==> src/rtl/cmi_decoder.sv <==
`default_nettype none
// ============================================================================
// Module   : cmi_decoder
// Purpose  : CMI telemetry frame receiver. It hunts for SYNC, collects 8 bytes,
//            verifies the XOR checksum and publishes four 16-bit channels.
// Option   : CMI_DEC_ERRCNT_EN adds a saturating err_cnt output.
// Revision : 1.0 - initial release
// ============================================================================
module cmi_decoder #(
   parameter logic [7:0] SYNC_BYTE    = 8'hA5,
   parameter int         TIMEOUT_CLKS = 13020,
   parameter int         TO_W         = 16
) (
   input  logic        clk,
   input  logic        rst,
   input  logic        rx_ena,
   input  logic [7:0]  rx_data,
   output logic [15:0] cmi_data0,
   output logic [15:0] cmi_data1,
   output logic [15:0] cmi_data2,
   output logic [15:0] cmi_data3,
   output logic        cmi_strob,
   output logic        chk_err,
   output logic        to_err,
`ifdef CMI_DEC_ERRCNT_EN
   output logic [15:0] err_cnt,
`endif
   output logic        busy
);

   typedef enum logic [1:0] {
      HUNT = 2'd0,
      DATA = 2'd1,
      CHK  = 2'd2
   } state_t;

   localparam logic [TO_W-1:0] TO_LIMIT = TO_W'(TIMEOUT_CLKS);

   state_t               state;
   logic [TO_W-1:0]      timer;
   logic [2:0]           idx;
   logic [7:0]           acc;
   logic [7:0][7:0]      shadow;
   logic                 expired;

   // A byte arriving in the expiry cycle takes priority over the timeout.
   assign expired = (state != HUNT) && (timer == TO_LIMIT) && !rx_ena;
   assign busy    = (state != HUNT);

   always_ff @(posedge clk) begin
      if (!rst) begin
         state     <= HUNT;
         timer     <= '0;
         idx       <= '0;
         acc       <= '0;
         shadow    <= '0;
         cmi_data0 <= '0;
         cmi_data1 <= '0;
         cmi_data2 <= '0;
         cmi_data3 <= '0;
         cmi_strob <= 1'b0;
         chk_err   <= 1'b0;
         to_err    <= 1'b0;
      end else begin
         cmi_strob <= 1'b0;
         chk_err   <= 1'b0;
         to_err    <= 1'b0;

         if (rx_ena || state == HUNT)
            timer <= '0;
         else
            timer <= timer + TO_W'(1);

         if (rx_ena) begin
            case (state)
               HUNT: begin
                  if (rx_data == SYNC_BYTE) begin
                     state <= DATA;
                     idx   <= '0;
                     acc   <= '0;
                  end
               end
               DATA: begin
                  shadow[idx] <= rx_data;
                  acc         <= acc ^ rx_data;
                  idx         <= idx + 3'd1;
                  if (idx == 3'd7)
                     state <= CHK;
               end
               CHK: begin
                  if (rx_data == acc) begin
                     cmi_data0 <= {shadow[0], shadow[1]};
                     cmi_data1 <= {shadow[2], shadow[3]};
                     cmi_data2 <= {shadow[4], shadow[5]};
                     cmi_data3 <= {shadow[6], shadow[7]};
                     cmi_strob <= 1'b1;
                  end else begin
                     chk_err <= 1'b1;
                  end
                  state <= HUNT;
               end
               default: state <= HUNT;
            endcase
         end else if (expired) begin
            to_err <= 1'b1;
            state  <= HUNT;
            timer  <= '0;
         end
      end
   end

`ifdef CMI_DEC_ERRCNT_EN
   logic err_evt;

   // Same qualifying conditions as the chk_err / to_err pulses, so the count
   // moves on the edge that raises the pulse.
   assign err_evt = (rx_ena && state == CHK && rx_data != acc) || expired;

   always_ff @(posedge clk) begin
      if (!rst)
         err_cnt <= '0;
      else if (err_evt && err_cnt != 16'hFFFF)
         err_cnt <= err_cnt + 16'd1;
   end
`endif

endmodule
`default_nettype wire

==> config.mk <==
export PLATFORM = sky130hd
export DESIGN_NAME = cmi_decoder
export DESIGN_NICKNAME = d
export VERILOG_FILES = /design/src/rtl/cmi_decoder.sv
export SDC_FILE = /design/constraint.sdc
export NUM_CORES = 1
export LEC_CHECK = 0
export ABC_AREA = 1
export BUFFER_PORTS_ARGS = -buffer_cell sky130_fd_sc_hd__clkbuf_2
export CAP_MARGIN = 30
export CORE_UTILIZATION = 55
export CTS_BUF_LIST = sky130_fd_sc_hd__clkbuf_8
export CTS_CLUSTER_SIZE = 8
export DETAILED_ROUTE_END_ITERATION = 10
export GPL_ROUTABILITY_DRIVEN = 0
export GPL_TIMING_DRIVEN = 0
export HOLD_SLACK_MARGIN = 0.12
export PLACE_DENSITY = 0.76
export SYNTH_ARGS = -nofsm -noshare
export SYNTH_HDL_FRONTEND = slang
export SYNTH_SLANG_ARGS = --single-unit
==> constraint.sdc <==
create_clock -name clk -period 2.2 [get_ports clk]
set_clock_uncertainty 0.15 [all_clocks]
set_input_delay 0.33 -clock clk [delete_from_list [all_inputs] [get_ports clk]]
set_output_delay 0.33 -clock clk [all_outputs]
set_load 0.01 [all_outputs]
==> results by group, run 1 <==
Run status
  – Status: finished clean

Clock tree
  – H-tree level count: 4
  – Clock root cell: clkbuf_8
  – Clk sinks: 160
  – Clock-pin slew on the worst setup and hold paths: 80 ps
  – Num CTS Buffers: 17
  – Clk buf depth: 2
  – Clock latency on the worst-skew pair: 470 ps
  – TritonCTS clock tree: yes

STA
  – Setup TNS: 0 ps
  – Setup WS post-layout: 123 ps
  – Final setup vio count: 0
  – Crit path time final: 2080 ps
  – Worst-margin pin slew: 552 ps
  – Final Max Slew Viols: 0
  – Hold Vio Cnt, Final: 0
  – RSZ-0062 raised after global routing: no
  – Crit share post-route: 94.4%
  – Hold slack: 204 ps
  – Upper clock frequency limit: 481 MHz
  – Max transition margin: 63.2%

Routing
  – DR DRC count: 0
  – DR iter-0 viols: 357
  – Post-DRT Antenna Nets: 0
  – Final WL: 14600 um
  – Via count: 5712
  – Pre-Repair DR Iteration Count: 5
  – WL/cell: 12.5 um
  – Vias/cell: 4.89

Layout
  – Area Overhead vs Synth: 15.4%
  – Share of cells above drive strength 1: 13.4%
  – FF+latch area: 0.00320 mm2
  – FILL cells: 1059
  – Antenna cells: 0
  – Footprint of the multi-input gates: 0.00258 mm2
  – Nets: 1028
  – Final instance area: 0.00746 mm2
  – Most common cell after layout, fill and taps aside: nor2_1
  – Post-layout util: 65.3%
  – Most frequent cells in the layout: 269 x nor2_1, 174 x nand2_1, 160 x dfxtp_1, 106 x inv_1, 78 x o21ai_0
  – Post-route non-filler standard cell count: 1169

Global routing
  – Vias in the first global route: 4934
  – Remaining Overflow, GRT: 0
  – Initial antenna violation count: 0
  – Total GRT Usage: 25.7%
  – First-pass GRT wire length: 23600 um
  – Pin count of the biggest net entering global routing: 17

Die
  – Initial Util: 56.6%
  – Site Rows: 39
  – Full die area: 0.0122 mm2
  – Die X: 110 um
  – Die Span Y: 110 um
  – Core ar.: 0.0114 mm2
  – # IOs: 79

Yosys
  – Register bit total from synthesis: 160
  – Yosys cell types: 25
  – Synth warn: 0
  – Sequential share of the synthesized area: 49.6%
  – Cell area after synthesis: 0.00646 mm2
  – Syn_nets: 929
  – Synth Area per Inst: 7.07 um2
  – Synth Instances: 914

Pwr
  – Final Power: 5.30 mW
  – Power Density: 711 mW/mm2
  – Leak: 3.83 nW
  – Max IR drop VDD: 0.517 mV

Placed design
  – Port Buffers: 74
  – # placed instances: 1131
  – Dpl cell area: 0.00701 mm2
  – Final HPWL DP: 9890 um
  – Setup Slack @ Placement: 137 ps

Setup path
  – Setup slack, reg-to-reg: 260 ps
  – Cell mode on critical path: nor2_1
  – CP max-delay cell: dlygate4sd3_1
  – Crit path kind: in2reg
  – Worst path cell trace: dlygate4sd3_1, buf_4, xnor2_2, nand2_1, nor2_1, nand3b_1, buf_4, buf_2, nor2_1, nor2_1
  – Setup crit end kind: register
  – Critical Path Source Type: input pin
  – Largest stage delay, worst path: 530 ps
  – Reg2Reg Capture Point: shadow[12]
  – CP Max Fanout: 10
  – CP required: 2400 ps
  – Path depth of the worst reg2reg path: 9
  – Reg2reg start: state[0]
  – Worst Path Arrival: 2280 ps

Worst hold path
  – Hold Crit Start: rx_data[4]
  – Hold path depth: 5
  – Hold WC Path Type: in2reg
  – Hold endpoint: acc[4]

Run
  – Count of max-cap constraint violations: 0
flip-flops by register name (all words and copies together), names as in the netlist, 2 cells and up:
register,count
cmi_data1,16
shadow,64
state,2
cmi_data3,16
acc,8
cmi_data0,16
timer,16
idx,3
cmi_data2,16
cell type report:
cell class	count	share of cell area, %
Multi-Input combinational cell	600	34.6
Buffer	43	3.56
Sequential cell	160	43.0
Tap cell	143	2.40
Inverter	111	5.59
Clock inverter	15	1.98
Timing Repair Buffer	80	5.77
Clock buffer	17	3.14
synthesized netlist by cell type:
| library cell | count | area share (%) |
|---|---|---|
| a211oi_1 | 1 | 0.12 |
| a21oi_1 | 37 | 2.9 |
| a31oi_1 | 2 | 0.19 |
| a41oi_1 | 1 | 0.14 |
| and2_1 | 1 | 0.097 |
| and3_1 | 1 | 0.097 |
| buf_2 | 8 | 0.62 |
| buf_4 | 11 | 1.3 |
| buf_6 | 7 | 1.2 |
| clkbuf_1 | 17 | 0.99 |
| clkinv_1 | 5 | 0.29 |
| dfxtp_1 | 160 | 50 |
| ha_1 | 4 | 0.77 |
| inv_1 | 106 | 6.2 |
| nand2_1 | 174 | 10 |
| nand3_1 | 10 | 0.77 |
| nand3b_1 | 1 | 0.12 |
| nand4_1 | 4 | 0.39 |
| nor2_1 | 270 | 16 |
| nor3_1 | 2 | 0.15 |
| nor3b_1 | 1 | 0.12 |
| o21ai_0 | 78 | 6.0 |
| xnor2_1 | 6 | 0.81 |
| xnor2_2 | 4 | 1.0 |
| xor2_1 | 3 | 0.41 |
worst max-delay path by stage:
| stage | from | end |
|---|---|---|
| 2_1_floorplan | rx_data[2] | cmi_data0[10] |
| 3_3_place_gp | rx_data[4] | acc[1] |
| 3_5_place_dp | rx_data[4] | acc[7] |
| 4_1_cts | rx_data[7] | cmi_data0[10] |
| 5_1_grt | state[0] | shadow[46] |
| 6_report | rx_data[5] | cmi_data0[10] |
cells by family (layout without fill, tap and decap cells):
kind of cell,count (synthesis),count (layout),share of synthesized area [%]
and+or+nand+nor,464,464,27.5
DFF,160,160,49.6
buffers and inverters,154,266,10.6
AOI/OAI and AO/OA,119,119,9.35
adders and majority gates,4,4,0.774
xor gates and xnor gates,13,13,2.23
power breakdown:
group / switching [mW] / internal, mW / total, mW
sequential: 0.0181 / 2.92 / 2.94
clock: 1.19 / 0.921 / 2.11
combinational: 0.173 / 0.0801 / 0.253
worst max-delay path: cells and delay by family:
family,cells,cell delay [ps]
xor+xnor,1,180
buf+inv,4,1170
simple gates,5,580
layer usage:
layer | part of all wire, % | vias to the layer above | wire, um | track usage [%]
li1 | - | 2969 | - | -
met1 | 47 | 2562 | 6810 | 33.8
met2 | 45 | 155 | 6630 | 40.8
met3 | 5.9 | 26 | 862 | 5.64
met4 | 2.3 | 0 | 338 | 10.6
met5 | 0 | - | 0 | 0
what timing repair did:
action                     in CTS  in global routing
setup endpoints to repair       0                  1
buffers inserted                0                  0
gates resized for setup         0                  1
hold buffers                    6                  0
hold endpoints to repair       34                  0
(Power assumes the default switching activity.)
==> run 2, diff against run 1 <==
- CORE_ASPECT_RATIO: not set -> 1.2
==> results by group, run 2 (synthesized netlist as in run 1, its figures left out) <==
Layout
  – Footprint of the multi-input gates: 0.00258 mm2 (about the same)
  – Antenna cells: 0 (unchanged)
  – Area Overhead vs Synth: 16.2% (was 15.4%)
  – Top reg by flops: shadow (unchanged)
  – Share of cells above drive strength 1: 12.9% (was 13.4%)
  – FILL cells: 1081 (was 1059)
  – Final instance area: 0.00751 mm2 (was 0.00746 mm2)
  – FF+latch area: 0.00320 mm2 (unchanged)
  – Nets: 1028 (unchanged)
  – Most common cell after layout, fill and taps aside: nor2_1 (unchanged)
  – Post-layout util: 65.2% (was 65.3%)
  – Max FFs per register: 64 (unchanged)
  – Most frequent cells in the layout: 270 x nor2_1, 174 x nand2_1, 160 x dfxtp_1, 110 x inv_1, 78 x o21ai_0 (was 269 x nor2_1, 174 x nand2_1, 160 x dfxtp_1, 106 x inv_1, 78 x o21ai_0)

Placed design
  – Dpl cell area: 0.00703 mm2 (was 0.00701 mm2)
  – Port Buffers: 74 (unchanged)
  – Final HPWL DP: 9850 um (was 9890 um)

STA
  – RSZ-0062 raised after global routing: no (unchanged)
  – Crit path time final: 2060 ps (was 2080 ps)
  – Final Max Slew Viols: 0 (unchanged)
  – Final setup vio count: 0 (unchanged)
  – Hold Vio Cnt, Final: 0 (unchanged)
  – Worst-margin pin slew: 542 ps (was 552 ps)
  – Hold slack: 204 ps (about the same)
  – Crit share post-route: 93.5% (was 94.4%)
  – Upper clock frequency limit: 486 MHz (was 481 MHz)
  – Max transition margin: 63.9% (was 63.2%)
  – Setup TNS: 0 ps (unchanged)

Setup path
  – CP max-delay cell: dlygate4sd3_1 (unchanged)
  – Cell mode on critical path: nor2_1 (unchanged)
  – Worst Path Arrival: 2260 ps (was 2280 ps)
  – Setup crit end kind: register (unchanged)
  – Crit path kind: in2reg (unchanged)
  – Largest stage delay, worst path: 570 ps (was 530 ps)
  – Setup slack, reg-to-reg: 310 ps (was 260 ps)
  – Path depth of the worst reg2reg path: 9 (unchanged)
  – Worst path cell trace: dlygate4sd3_1, buf_6, xnor2_2, nand2_1, nor2_1, nand3b_1, buf_2, buf_2, nor2_1, nor2_1 (was dlygate4sd3_1, buf_4, xnor2_2, nand2_1, nor2_1, nand3b_1, buf_4, buf_2, nor2_1, nor2_1)
  – CP required: 2400 ps (about the same)
  – Crit. path cell count: 10 (unchanged)
  – CP Max Fanout: 10 (unchanged)
  – Critical Path Source Type: input pin (unchanged)
  – Reg2Reg Capture Point: shadow[28] (was shadow[12])
  – Worst path bufs/invs: 4 (unchanged)
  – CP top delay family: buffers and inverters (unchanged)
  – Reg2reg start: state[0] (unchanged)

Global routing
  – Grt met1 use: 30.7% (was 33.8%)
  – GRT met3 Usage: 4.91% (was 5.64%)
  – GR Util met2: 44.2% (was 40.8%)
  – Initial antenna violation count: 0 (unchanged)
  – Vias in the first global route: 5314 (was 4934)
  – Remaining Overflow, GRT: 0 (unchanged)
  – Global routing's busiest layer: met2 (unchanged)
  – First-pass GRT wire length: 24200 um (was 23600 um)
  – Total GRT Usage: 25.7% (about the same)
  – Pin count of the biggest net entering global routing: 17 (unchanged)

Routing
  – WL/cell: 12.4 um (was 12.5 um)
  – Pre-Repair DR Iteration Count: 5 (unchanged)
  – DR iter-0 viols: 316 (was 357)
  – Final WL: 14600 um (about the same)
  – Via count: 5728 (was 5712)
  – Vias/cell: 4.84 (was 4.89)
  – DR DRC count: 0 (unchanged)
  – Post-DRT Antenna Nets: 0 (unchanged)

Clock tree
  – Num CTS Buffers: 17 (unchanged)
  – H-tree level count: 4 (unchanged)
  – Clk sinks: 160 (unchanged)
  – Clock latency on the worst-skew pair: 470 ps (about the same)
  – Clock-pin slew on the worst setup and hold paths: 90 ps (was 80 ps)
  – Clock root cell: clkbuf_8 (unchanged)
  – Post CTS Setup Buffer Count: 0 (unchanged)
  – Clk buf depth: 2 (unchanged)
  – TritonCTS clock tree: yes (unchanged)

Die
  – Site Rows: 43 (was 39)
  – Core ar.: 0.0115 mm2 (was 0.0114 mm2)
  – Full die area: 0.0122 mm2 (about the same)
  – Die Span Y: 121 um (was 110 um)
  – # IOs: 79 (unchanged)
  – Initial Util: 56.1% (was 56.6%)
  – Die X: 101 um (was 110 um)

Pwr
  – Power Density: 728 mW/mm2 (was 711 mW/mm2)
  – Max IR drop VDD: 0.413 mV (was 0.517 mV)
  – Leak: 3.88 nW (was 3.83 nW)

Worst hold path
  – Hold path depth: 3 (was 5)
  – Hold Crit Start: rx_data[3] (was rx_data[4])
  – Hold WC Path Type: in2reg (unchanged)
  – Hold endpoint: shadow[35] (was acc[4])

Run status
  – Status: finished clean (unchanged)

Run
  – Count of max-cap constraint violations: 0 (unchanged)
[run 2: changes by cell type in the layout (fill, tap and decap cells not counted)]
cell        change
bufinv_16       +2
clkbuf_8        +3
buf_4           -1
buf_6           +1
clkinv_2        +1
clkinv_4        -2
inv_6           -6
clkinvlp_4      -2
nor2_2          -1
nor2_1          +1
inv_1           +4
[run 2: timing repair]
item | in CTS | in global routing
endpoints found under the setup margin | 0 | 1
hold buffers | 6 | 0
endpoints found under the hold margin | 33 | 0
gates resized for setup | 0 | 1
[run 2: metrics by stage]
step	instances	power, mW	setup WS [ps]
CTS	1183	5.49	136
finish	1183	5.47	143
global placement	1145	3.25	137
floorplan	914	3.17	556
global route	1183	5.64	7.05
detailed placement	1145	3.25	124
[run 2: report_power, final]
| part | internal, mW | switching (mW) |
|---|---|---|
| Sequential | 2.92 | 0.0190 |
| Clock | 1.20 | 1.07 |
| Combinational | 0.0801 | 0.174 |
[run 2: area by class of cell]
cell class | count | share of cell area, %
Multi-Input combinational cell | 600 | 34.3
Tap cell | 157 | 2.62
Clock inverter | 12 | 1.90
Buffer | 43 | 3.58
Sequential cell | 160 | 42.6
Clock buffer | 20 | 3.66
Inverter | 111 | 5.55
Timing Repair Buffer | 80 | 5.73
[run 2: worst max path at each step]
stage                           from       endpoint
after global placement    rx_data[4]         idx[1]
after floorplan           rx_data[2]  cmi_data0[10]
after CTS                 rx_data[5]  cmi_data0[10]
final                     rx_data[7]   cmi_data0[0]
after global routing      rx_data[7]  cmi_data0[14]
after detailed placement  rx_data[4]         acc[4]
[run 2: worst min-delay path, cell delays in order]
cell	delay [ps]
clkbuf_2	100
clkinv_1	240
a21oi_1	100
[run 2: metal layers]
layer  share of wire, %  vias to the layer above  wire length [um]
li1                   -                     2977                 -
met1                 44                     2579              6480
met2                 49                      140              7120
met3                4.6                       32               668
met4                2.6                        0               376
met5                  0                        -                 0
